**src/rtl/matmul_seq_ctrl.sv**
```systemverilog
// Sequencer for the 8-bit matrix-multiply accelerator: walks packed A and B^T, accumulates
// dot products and writes packed C words. Define MATMUL_SAT_EN to saturate element results.
module matmul_seq_ctrl #(
    parameter int MAX_DIM = 32,
    parameter int ADDR_W  = 8,
    parameter int ACC_W   = 21
) (
    input  logic              clk,
    input  logic              rst_n,
    input  logic              start_i,
    input  logic [5:0]        dim_i,
    output logic              busy_o,
    output logic              done_o,
    output logic              err_o,
    output logic              a_req_o,
    output logic [ADDR_W-1:0] a_addr_o,
    input  logic [31:0]       a_rdata_i,
    output logic              b_req_o,
    output logic [ADDR_W-1:0] b_addr_o,
    input  logic [31:0]       b_rdata_i,
    output logic              c_we_o,
    output logic [ADDR_W-1:0] c_addr_o,
    output logic [31:0]       c_wdata_o
);

    typedef enum logic [2:0] {IDLE, RUN, DRAIN, WRITE, FIN, ERR} state_t;

`ifdef MATMUL_SAT_EN
    localparam bit SAT_EN = 1'b1;
`else
    localparam bit SAT_EN = 1'b0;
`endif

    state_t            state_q, state_d;
    logic [5:0]        dim_q, kw_q, i_q, j_q, w_q;
    logic              rd_valid_q;
    logic [ACC_W-1:0]  acc_q, acc_d, prod_sum;
    logic [15:0]       prod [4];
    logic [7:0]        elem;
    logic [31:0]       stage_q;
    logic [ADDR_W-1:0] a_base, b_base;
    logic              dim_legal, last_w, last_i, last_j, word_full;

    assign dim_legal = (dim_i >= 6'd4) && (dim_i[1:0] == 2'b00) && (int'(dim_i) <= MAX_DIM);
    assign last_w    = (w_q == kw_q - 6'd1);
    assign last_i    = (i_q == dim_q - 6'd1);
    assign last_j    = (j_q == dim_q - 6'd1);
    assign word_full = (j_q[1:0] == 2'b11);

    // C shares A's row base because both use the same KW-words-per-row stride.
    assign a_base    = ADDR_W'(i_q) * ADDR_W'(kw_q);
    assign b_base    = ADDR_W'(j_q) * ADDR_W'(kw_q);
    assign a_addr_o  = a_base + ADDR_W'(w_q);
    assign b_addr_o  = b_base + ADDR_W'(w_q);
    assign c_addr_o  = a_base + ADDR_W'(j_q[5:2]);
    assign c_wdata_o = stage_q;

    always_ff @(posedge clk or negedge rst_n) begin
        if (!rst_n) state_q <= IDLE;
        else        state_q <= state_d;
    end

    always_comb begin
        // NOTE: every output gets a default first so no path through the case infers a latch.
        state_d = state_q;
        busy_o  = (state_q != IDLE);
        done_o  = 1'b0;
        err_o   = 1'b0;
        a_req_o = 1'b0;
        b_req_o = 1'b0;
        c_we_o  = 1'b0;
        case (state_q)
            IDLE:  if (start_i) state_d = dim_legal ? RUN : ERR;
            RUN: begin
                a_req_o = 1'b1;
                b_req_o = 1'b1;
                if (last_w) state_d = DRAIN;
            end
            DRAIN: state_d = word_full ? WRITE : RUN;
            WRITE: begin
                c_we_o  = 1'b1;
                state_d = (last_i && last_j) ? FIN : RUN;
            end
            FIN: begin
                done_o  = 1'b1;
                state_d = IDLE;
            end
            ERR: begin
                done_o  = 1'b1;
                err_o   = 1'b1;
                state_d = IDLE;
            end
            default: state_d = IDLE;
        endcase
    end

    // Read data arrives one cycle after the strobe, so the last word is folded in during DRAIN.
    always_comb begin
        prod_sum = '0;
        for (int n = 0; n < 4; n++) begin
            prod[n]  = a_rdata_i[8*n +: 8] * b_rdata_i[8*n +: 8];
            prod_sum = prod_sum + ACC_W'(prod[n]);
        end
        acc_d = rd_valid_q ? acc_q + prod_sum : acc_q;
        elem  = (SAT_EN && (acc_d > ACC_W'(255))) ? 8'hFF : acc_d[7:0];
    end

    always_ff @(posedge clk or negedge rst_n) begin
        if (!rst_n) begin
            dim_q      <= '0;
            kw_q       <= '0;
            i_q        <= '0;
            j_q        <= '0;
            w_q        <= '0;
            rd_valid_q <= 1'b0;
            acc_q      <= '0;
            stage_q    <= '0;
        end else begin
            // NOTE: non-blocking assignments so every register samples pre-edge values.
            rd_valid_q <= a_req_o;
            case (state_q)
                IDLE: if (start_i) begin
                    dim_q <= dim_i;
                    kw_q  <= {2'b00, dim_i[5:2]};
                    i_q   <= '0;
                    j_q   <= '0;
                    w_q   <= '0;
                    acc_q <= '0;
                end
                RUN: begin
                    if (!last_w) w_q <= w_q + 6'd1;
                    acc_q <= acc_d;
                end
                DRAIN: begin
                    w_q                      <= '0;
                    acc_q                    <= '0;
                    stage_q[8*j_q[1:0] +: 8] <= elem;
                    if (!word_full) j_q <= j_q + 6'd1;
                end
                WRITE: begin
                    if (last_j) begin
                        j_q <= '0;
                        i_q <= i_q + 6'd1;
                    end else begin
                        j_q <= j_q + 6'd1;
                    end
                end
                default: ;
            endcase
        end
    end

endmodule

```
**config.mk**
```make
export PLATFORM = sky130hd
export DESIGN_NAME = matmul_seq_ctrl
export DESIGN_NICKNAME = d
export VERILOG_FILES = /design/src/rtl/matmul_seq_ctrl.sv
export SDC_FILE = /design/constraint.sdc
export NUM_CORES = 1
export LEC_CHECK = 0
export CORE_ASPECT_RATIO = 0.5
export CORE_MARGIN = 3
export CORE_UTILIZATION = 35
export DETAILED_ROUTE_END_ITERATION = 10
export GPL_TIMING_DRIVEN = 0
export REMOVE_ABC_BUFFERS = 1
export SLEW_MARGIN = 30
export SYNTH_ARGS = -nofsm -noshare
export SYNTH_HDL_FRONTEND = slang
export SYNTH_SLANG_ARGS = --single-unit
```
**constraint.sdc**
```tcl
create_clock -name clk -period 9.89 [get_ports clk]
set_clock_uncertainty 0.15 [all_clocks]
set_input_delay 1.978 -clock clk [delete_from_list [all_inputs] [get_ports clk]]
set_output_delay 1.978 -clock clk [all_outputs]
set_load 0.005 [all_outputs]
```
==> impl_metrics.ini, run 1 <==
[status]
run_status = complete, no violations

[synthesis]
synth_edf_count = 0
sequential_element_share_of_the_synthesized_area_pct = 18.74
cell_area_after_synthesis_um2 = 9081
postSynthCellCount = 1017
synthesis.area_per_instance_um2 = 8.929
synthDistinctLibCells = 47
synth-main-ff-cell = sky130_fd_sc_hd__dfrtp_1
synth_async_sr_flop_share_pct = 100.0
synth.ff_latch_count = 68
yosys_warnings = 0

[drt]
postRouteAntennaNets = 0
dr_total_vias = 6926
drt_drc_violations_left = 0
avgViaCountPerCell = 4.683
detail_route.iter0.violations = 312
drt-total-wl_um = 22920
detail_route.wl_per_cell_um = 15.50
tritonroute_pass_1_iters = 5

[pwr]
worst_supply_voltage_drop_on_vdd_v = 0.0005263
p_per_area_nw_per_um2 = 373.0
leakagePower_nw = 5.312

[floorplan]
starting_utilization_of_the_core_area_pct = 36.73
std_cell_rows = 40
boundaryPins = 135
die-area_um2 = 28030
fp.coreArea_um2 = 24720
floorplan.die.width_um = 233.8
die-height_um = 119.9

[clock_tree]
post_cts.repair.setup_buffers = 0
cts.reportedPaths.clkPinSlew_ps = 50
cts_root_buf = sky130_fd_sc_hd__clkbuf_16
post_cts.resized_instances = 0
cts.path.max_buffers = 2
cts_made_buffers = 9
cts_hold_buf = 0
cts.sink_count = 68
maximum_level_of_the_cts_h_tree = 3
clkLatencyLatePin_ps = 330
cts_tree = yes

[cells_and_area]
design.final.nets = 1419
area.growth.synth_to_final_pct = 21.59
n_fill_cell = 2445
drive_above_1_share_pct = 2.187
diodes = 0
final_area_um2 = 11040
layout.cells.most_common_list = sky130_fd_sc_hd__nand2_1 (169), sky130_fd_sc_hd__inv_1 (169), sky130_fd_sc_hd__clkdlybuf4s50_1 (133)

[sta]
number_of_hold_violations_in_the_final_report = 0
clock.fmax_mhz = 109.2
worstMarginPinSlew_ps = 853.1
finalSetupViolCount = 0
post_route_minimum_period_ps = 9158
total_neg_setup_slack_ps = 0
report.final.slew_viol_count = 0
finalWorstSetupSlack_ps = 732.4
final.period_utilization_pct = 92.59
rsz0062_at_grt = false
final.hold.worst_slack_ps = 338.8
maxSlewHeadroom_pct = 42.52

[global_route]
grt_first_pass_wirelength_um = 38300
vias_in_the_first_global_route = 7431
antenna_found_initial = 0
track_usage_pct = 17.11
grt_start_max_net_pins = 36
grt_overflow_total = 0

[placement]
placed_cell_area_um2 = 10770
hpwlAfterDp_um = 19350
pre_cts_setup_slack_ps = 402.6
place.gp.congestion = 0.8281
numPortBuffers = 134

[setup_path]
crit_path_max_fanout = 8
cp-start-kind = input port
required_ps = 9940
critical_path_class = input port to register
worst_ep_arrival_time_ps = 9210
end_kind = register

[hold_path]
hold_class = register to register

[run]
max_cap_viol_count = 0
==> metrics by stage <==
stage          instances  power [mW]  utilization (%)
2_1_floorplan        994       2.751                -
3_3_place_gp        1464       3.788            43.46
3_5_place_dp        1465       3.833            43.55
4_1_cts             1479       4.185            44.65
5_1_grt             1479       4.632            44.66
6_report            1479       4.119            44.66
==> final cells by class <==
cell class                 count  area [um2]  share of cell area, %
inverter                     169       634.4                  5.745
clock inverter                 3       40.04                 0.3626
clock buffer                  11       232.7                  2.108
tap                          336       420.4                  3.807
sequential                    68        1702                  15.41
multi-input combinational    757        6654                  60.26
timing repair buffer         135        1359                  12.31
==> metal layers <==
metal	global-route usage, %	up-vias	wire (um)
met3	1.660	19	821
li1	-	3388	-
met1	23.12	3397	10650
met4	3.779	0	299
met5	0	-	0
met2	29.78	122	11150
==> report_power, final <==
| part | internal [mW] | switching (mW) |
|---|---|---|
| Sequential | 0.390 | 0.165 |
| Clock | 0.191 | 0.109 |
| Combinational | 1.52 | 1.74 |
==> cells by family after synthesis <==
| family | after synthesis | share of synthesized area [%] |
|---|---|---|
| DFF | 68 | 18.74 |
| AOI/OAI and AO/OA | 95 | 6.063 |
| and+or+nand+nor | 321 | 16.53 |
| muxes | 10 | 1.268 |
| adders and majority gates | 206 | 36.65 |
| buffers and inverters | 192 | 8.074 |
| xor gates and xnor gates | 125 | 12.68 |
==> flip-flops by register name (all words and copies together), names as in the netlist <==
| signal | cells |
|---|---|
| acc_q | 8 |
| c_wdata_o | 32 |
| dim_q | 6 |
| i_q | 6 |
| j_q | 6 |
| rd_valid_q | 1 |
| state_q | 3 |
| w_q | 6 |
==> cell usage after synthesis, drive strengths merged, types with 7 or more instances <==
cell / count / share of area (%)
mux2i: 8 / 1.0
xor2: 35 / 3.4
nand2: 169 / 7.0
nor2: 37 / 1.5
clkbuf: 16 / 0.68
buf: 7 / 0.41
xnor2: 87 / 8.6
dfrtp: 68 / 19
inv: 169 / 7.0
fa: 100 / 22
o21ai: 51 / 2.8
a21oi: 20 / 1.1
and2: 79 / 5.4
a21o: 9 / 0.74
ha: 106 / 15
==> path summary, 6_finish.rpt <==
check | startpoint | slack, ps | to | cells after the start
worst max-delay path | a_rdata_i[24] | 730 | c_wdata_o[31]$_DFFE_PN0P_ | 23
worst min-delay path | c_wdata_o[17]$_DFFE_PN0P_ | 340 | c_wdata_o[17]$_DFFE_PN0P_ | 2
worst max register to register | acc_q[4]$_DFFE_PN0P_ | 2950 | c_wdata_o[31]$_DFFE_PN0P_ | 22
worst min register to register | c_wdata_o[17]$_DFFE_PN0P_ | 340 | c_wdata_o[17]$_DFFE_PN0P_ | 2
max in group asynchronous | rst_n | 7600 | acc_q[1]$_DFFE_PN0P_ | 2
min in group asynchronous | rst_n | 1460 | w_q[3]$_DFFE_PN0P_ | 1
==> worst max-delay path: stages <==
cell	delay, ps
sky130_fd_sc_hd__clkdlybuf4s50_1	700
sky130_fd_sc_hd__nand2_1	160
sky130_fd_sc_hd__fa_1	560
sky130_fd_sc_hd__inv_1	50
sky130_fd_sc_hd__fa_1	530
sky130_fd_sc_hd__inv_1	50
sky130_fd_sc_hd__fa_1	470
sky130_fd_sc_hd__inv_1	60
sky130_fd_sc_hd__fa_1	540
sky130_fd_sc_hd__fa_1	460
sky130_fd_sc_hd__fa_1	540
sky130_fd_sc_hd__fa_1	550
sky130_fd_sc_hd__inv_1	60
sky130_fd_sc_hd__fa_1	540
sky130_fd_sc_hd__inv_1	40
sky130_fd_sc_hd__ha_1	330
sky130_fd_sc_hd__a21o_1	170
sky130_fd_sc_hd__a21oi_1	250
sky130_fd_sc_hd__xnor2_1	130
sky130_fd_sc_hd__xnor2_1	230
sky130_fd_sc_hd__xnor3_1	440
sky130_fd_sc_hd__mux2i_4	260
sky130_fd_sc_hd__o21ai_1	110
Power figures use the tool's default switching activity.
==> run 2: changes to the inputs <==
--- a/config.mk
+++ b/config.mk
@@ -10,7 +10,6 @@
 export CORE_UTILIZATION = 35
 export DETAILED_ROUTE_END_ITERATION = 10
 export GPL_TIMING_DRIVEN = 0
-export REMOVE_ABC_BUFFERS = 1
 export SLEW_MARGIN = 30
 export SYNTH_ARGS = -nofsm -noshare
 export SYNTH_HDL_FRONTEND = slang
==> constraint.sdc (replaced) <==
create_clock -name clk -period 11 [get_ports clk]
set_clock_uncertainty 0.15 [all_clocks]
set_input_delay 2.2 -clock clk [delete_from_list [all_inputs] [get_ports clk]]
set_output_delay 2.2 -clock clk [all_outputs]
set_load 0.005 [all_outputs]
==> run 2 against run 1 <==
Critical path depth is the same. Design area increased by 1.2%. Non-clock buffer count grew 23. Sequential power shrank 19%.
==> impl_metrics.ini, run 2 (same netlist as run 1, synthesis figures left out) <==
[setup_path]
timing.critical_path.buf_inv = 6
worst_ep_arrival_time_ps = 9340
cp-start-kind = input port
rrSetupSlack_ps = 4120
timing.critical_path.slowest_stage_cell = sky130_fd_sc_hd__clkdlybuf4s50_1
worst_reg2reg_endpoint = c_wdata_o[31]$_DFFE_PN0P_
cpPeakStageDelay_ps = 700
path_cells = clkdlybuf4s50_1, nand2_1, fa_1, inv_1, fa_1, inv_1, fa_1, inv_1, fa_1, fa_1, fa_1, fa_1, inv_1, fa_1, inv_1, ha_1, a21o_1, a21oi_1, xnor2_1, xnor2_1, xnor3_1, mux2i_4, o21ai_1
crit_path_max_fanout = 8
end_kind = register
required_ps = 11060
critical_path.most_common_cell = sky130_fd_sc_hd__fa_1
critical_path_class = input port to register
worst_reg2reg_startpoint = acc_q[5]$_DFFE_PN0P_
crit_family = adder cells
worstRegToRegCells = 20

[global_route]
grt_overflow_total = 0
vias_in_the_first_global_route = 7374
antenna_found_initial = 0
grt_start_max_net_pins = 44
grt_first_pass_wirelength_um = 38450
track_usage_pct = 17.29

[clock_tree]
cts.reportedPaths.clkPinSlew_ps = 60
post_cts.resized_instances = 0
clkLatencyLatePin_ps = 330
cts_hold_buf = 0
cts.path.max_buffers = 2
cts.sink_count = 68
cts_made_buffers = 9
post_cts.repair.setup_buffers = 0
cts_root_buf = sky130_fd_sc_hd__clkbuf_16
cts_tree = yes
maximum_level_of_the_cts_h_tree = 3

[drt]
dr_total_vias = 7088
drt-total-wl_um = 23520
avgViaCountPerCell = 4.713
detail_route.iter0.violations = 300
postRouteAntennaNets = 0
tritonroute_pass_1_iters = 5
detail_route.wl_per_cell_um = 15.64
drt_drc_violations_left = 0

[pwr]
p_per_area_nw_per_um2 = 333.6
p_int_mw = 1.903
worst_supply_voltage_drop_on_vdd_v = 0.0004212
p_total_mw = 3.727
p_seq_share_pct = 12.1
combinationalPowerShare_pct = 79.9
switching_power_summed_over_all_nets_mw = 1.824
leakagePower_nw = 5.378
clock_power_share_pct = 8.1
netSwitchingFraction_pct = 48.93

[sta]
report.final.slew_viol_count = 0
final.period_utilization_pct = 84.36
worstMarginPinSlew_ps = 963.9
post_route_minimum_period_ps = 9280
number_of_hold_violations_in_the_final_report = 0
maxSlewHeadroom_pct = 35.06
finalSetupViolCount = 0
rsz0062_at_grt = false
total_neg_setup_slack_ps = 0
clock.fmax_mhz = 107.8

[floorplan]
boundaryPins = 135
die-area_um2 = 28030
die-height_um = 119.9
floorplan.die.width_um = 233.8
std_cell_rows = 40
fp.coreArea_um2 = 24720
starting_utilization_of_the_core_area_pct = 36.73

[hold_path]
hold_class = register to register
hold_end = c_wdata_o[27]$_DFFE_PN0P_
hold_path_startpoint = c_wdata_o[27]$_DFFE_PN0P_
worstHoldPathCells = 2

[cells_and_area]
drive_above_1_share_pct = 3.082
largest_register_ff_count = 32
n_fill_cell = 2429
design.final.nets = 1442
seqCellArea_um2 = 1702
final_area_um2 = 11170
area_of_combinational_cells_with_multiple_inputs_um2 = 6651
layout.cells.most_common_list = sky130_fd_sc_hd__nand2_1 (169), sky130_fd_sc_hd__inv_1 (169), sky130_fd_sc_hd__clkdlybuf4s50_1 (133)
area.growth.synth_to_final_pct = 23.04
diodes = 0

[placement]
hpwlAfterDp_um = 20100
place.gp.congestion = 0.8575
placed_cell_area_um2 = 10870
numPortBuffers = 134

[run]
max_cap_viol_count = 0

[status]
run_status = complete, no violations

[synthesis]
synth_net_count = 1296
run 2: area by class of cell:
class	count	share of cell area, %
well taps	336	3.763
inverters	169	5.677
clock inverters	7	0.7391
multi-input cells	757	59.53
plain buffers	23	0.8847
clock buffers	9	2.016
flip-flops and latches	68	15.23
repair buffers	135	12.16
run 2: metrics by stage:
step / setup WS (ps) / hold WS (ps) / util, % / instances
after global placement: 1362 / 314.2 / 43.86 / 1487
after detailed placement: 1362 / 319.1 / 43.95 / 1488
after floorplan: 2597 / 316.2 / - / 1017
after CTS: 1651 / 331.7 / 45.19 / 1504
final: 1720 / 328.2 / 45.19 / 1504
after global routing: 1393 / 357.8 / 45.19 / 1504
run 2: worst max path at each step:
stage               depth (start not counted)                   endpoint     startpoint  slack (ps)
floorplan                                  21  c_wdata_o[31]$_DFFE_PN0P_   b_rdata_i[4]        2600
global placement                           23   c_wdata_o[7]$_DFFE_PN0P_  a_rdata_i[24]        1360
detailed placement                         23  c_wdata_o[31]$_DFFE_PN0P_  a_rdata_i[24]        1360
CTS                                        23  c_wdata_o[31]$_DFFE_PN0P_  a_rdata_i[24]        1650
global route                               23  c_wdata_o[31]$_DFFE_PN0P_  a_rdata_i[24]        1390
finish                                     23  c_wdata_o[31]$_DFFE_PN0P_  a_rdata_i[24]        1720
run 2: tightest hold or removal path, cell delays in order (launching register included):
cell	delay (ps)
sky130_fd_sc_hd__dfrtp_1	340
sky130_fd_sc_hd__nand2_1	40
sky130_fd_sc_hd__o21ai_0	60
run 2: power groups by stage:
stage / Combinational (mW) / Clock, mW / Sequential, mW
CTS: 3.04 / 0.305 / 0.451
finish: 2.98 / 0.301 / 0.450
floorplan: 2.06 / 0 / 0.428
detailed placement: 3.00 / 0 / 0.455
global placement: 2.97 / 0 / 0.451
global route: 3.37 / 0.314 / 0.462
run 2: routing by layer:
metal	vias up	GRT usage [%]	share of wire, %
li1	3441	-	-
met2	141	29.60	49
met3	23	2.585	4.7
met4	0	3.244	1.1
met1	3483	23.40	45
met5	-	0	0
==> run 3: changes to the inputs <==
==> constraint.sdc (replaced) <==
create_clock -name clk -period 8.2 [get_ports clk]
set_clock_uncertainty 0.15 [all_clocks]
set_input_delay 1.64 -clock clk [delete_from_list [all_inputs] [get_ports clk]]
set_output_delay 1.64 -clock clk [all_outputs]
set_load 0.005 [all_outputs]
==> run 3 against run 2 <==
Wire length is 0.49% higher. Combinational power is 47% higher. Sequential share of layout area hardly changed. Die area stayed put. Non-clock buffer count is 1 higher. Clock power is 35% higher. Critical path type unchanged. Critical endpoint unchanged.
==> impl_metrics.ini, run 3 (same netlist as run 1, synthesis figures left out) <==
[status]
run_status = complete, no violations

[placement]
hpwlAfterDp_um = 20100
place.gp.congestion = 0.8575
pre_cts_setup_slack_ps = -877.5
placed_cell_area_um2 = 10870
numPortBuffers = 134

[global_route]
grt_busiest_layer = met2
track_usage_pct = 17.30
grt_start_max_net_pins = 44
antenna_found_initial = 0
grt_first_pass_wirelength_um = 38490
grt_util_met3_pct = 2.585
grt_overflow_total = 0
groute.layer.met2.usage_pct = 29.58
vias_in_the_first_global_route = 7397
grt_util_met1_pct = 23.38

[setup_path]
timing.critical_path.slowest_stage_cell = sky130_fd_sc_hd__fa_1
crit_family = adder cells
required_ps = 8260
crit_path_start = a_rdata_i[5]
critical_path.most_common_cell = sky130_fd_sc_hd__fa_1
path_cells = dlygate4sd2_1, and2_4, fa_1, fa_1, inv_1, fa_1, fa_1, fa_1, inv_1, fa_1, fa_1, inv_1, fa_1, inv_1, ha_4, a21o_1, a21oi_4, xnor2_2, xnor2_1, xnor3_2, mux2i_4, o21ai_1
cpPeakStageDelay_ps = 590
cp-start-kind = input port
worst_reg2reg_startpoint = acc_q[3]$_DFFE_PN0P_
crit_path_max_fanout = 4
critical_path_class = input port to register
end_kind = register
worst_ep_arrival_time_ps = 8070
timing.critical_path.buf_inv = 5

[floorplan]
die-height_um = 119.9
std_cell_rows = 40
starting_utilization_of_the_core_area_pct = 36.73
boundaryPins = 135
floorplan.die.width_um = 233.8
fp.coreArea_um2 = 24720
die-area_um2 = 28030

[cells_and_area]
design.final.nets = 1443
area.growth.synth_to_final_pct = 23.16
commonest_non_fill_non_tap_cell_in_the_layout = sky130_fd_sc_hd__inv_1
diodes = 0
n_fill_cell = 2431
final_area_um2 = 11180
largest_register_ff_count = 32
layout.cells.most_common_list = sky130_fd_sc_hd__inv_1 (169), sky130_fd_sc_hd__nand2_1 (168), sky130_fd_sc_hd__ha_1 (104)
drive_above_1_share_pct = 6.245

[drt]
postRouteAntennaNets = 0
detail_route.iter0.violations = 250
avgViaCountPerCell = 4.711
dr_total_vias = 7090
detail_route.wl_per_cell_um = 15.70
tritonroute_pass_1_iters = 4
drt-total-wl_um = 23630
drt_drc_violations_left = 0

[sta]
number_of_hold_violations_in_the_final_report = 0
maxSlewHeadroom_pct = 37.17
worstMarginPinSlew_ps = 932.5
final.period_utilization_pct = 97.66
finalSetupViolCount = 0
report.final.slew_viol_count = 0
post_route_minimum_period_ps = 8008
final.hold.worst_slack_ps = 328.3
finalWorstSetupSlack_ps = 191.7
clock.fmax_mhz = 124.9

[clock_tree]
maximum_level_of_the_cts_h_tree = 3
cts_root_buf = sky130_fd_sc_hd__clkbuf_16
cts.path.max_buffers = 2
cts_tree = yes
cts_made_buffers = 9
cts.reportedPaths.clkPinSlew_ps = 60
clkLatencyLatePin_ps = 340
cts.sink_count = 68

[pwr]
clock_power_share_pct = 7.5
switching_power_summed_over_all_nets_mw = 2.603
p_seq_share_pct = 11.2
p_per_area_nw_per_um2 = 481.6
worst_supply_voltage_drop_on_vdd_v = 0.0006237
leakagePower_nw = 5.552
combinationalPowerShare_pct = 81.3
p_int_mw = 2.783
netSwitchingFraction_pct = 48.33

[hold_path]
hold_path_startpoint = c_wdata_o[27]$_DFFE_PN0P_
hold_class = register to register

[run]
max_cap_viol_count = 0

[synthesis]
synth_net_count = 1296
## run 3: cell types whose count changed in the layout (fill, tap and decap cells not counted), sizes merged
| cell | delta |
|---|---|
| buf | +1 |
| clkbuf | +21 |
| clkdlybuf4s15 | +2 |
| clkdlybuf4s50 | -42 |
| dlygate4sd2 | +3 |
| dlymetal6s2s | +16 |
## run 3: cell type report
class	instances	area, um2	share of cell area, %
multi-input combinational	757	6720	60.08
sequential	68	1702	15.21
timing repair buffer	136	1301	11.63
inverter	169	634.4	5.672
tap	336	420.4	3.759
clock buffer	9	225.2	2.014
buffer	23	98.84	0.8838
clock inverter	7	82.58	0.7383
## run 3: worst paths after layout
kind	end	slack (ps)	cells past startpoint
max	c_wdata_o[31]$_DFFE_PN0P_	190	22
min	c_wdata_o[27]$_DFFE_PN0P_	330	2
max reg2reg	c_wdata_o[31]$_DFFE_PN0P_	1420	23
min reg2reg	c_wdata_o[27]$_DFFE_PN0P_	330	2
max in group asynchronous	acc_q[7]$_DFFE_PN0P_	6290	2
min in group asynchronous	dim_q[1]$_DFFE_PN0P_	1070	1
## run 3: worst min-delay path: stages (launching register included)
cell,delay [ps]
sky130_fd_sc_hd__dfrtp_1,340
sky130_fd_sc_hd__nand2_1,40
sky130_fd_sc_hd__o21ai_0,60
## run 3: timing repair
item,CTS,global route
buffers inserted,0,1
setup endpoints to repair,9,4
gates resized for setup,34,71
pin swaps,7,23
hold buffers,0,0
## run 3: through the flow
step | utilization (%) | instances | setup TNS (ps) | total power, mW
2_1_floorplan | - | 1017 | 0 | 3.344
3_3_place_gp | 43.86 | 1487 | -6746 | 4.595
3_5_place_dp | 43.95 | 1488 | -6820 | 4.640
4_1_cts | 45.12 | 1504 | 0 | 5.186
5_1_grt | 45.24 | 1505 | -16.29 | 5.951
6_report | 45.24 | 1505 | 0 | 5.386
## run 3: power groups by stage
stage	registers, mW	clock network (mW)	logic [mW]
detailed placement	0.610	0	4.03
global route	0.620	0.421	4.91
finish	0.604	0.405	4.38
global placement	0.605	0	3.99
floorplan	0.574	0	2.77
CTS	0.605	0.410	4.17
## run 3: layer usage
layer / routed length, um / share of wire, %
met5: 0 / 0
met4: 333 / 1.4
met3: 1084 / 4.6
met2: 11530 / 49
met1: 10690 / 45
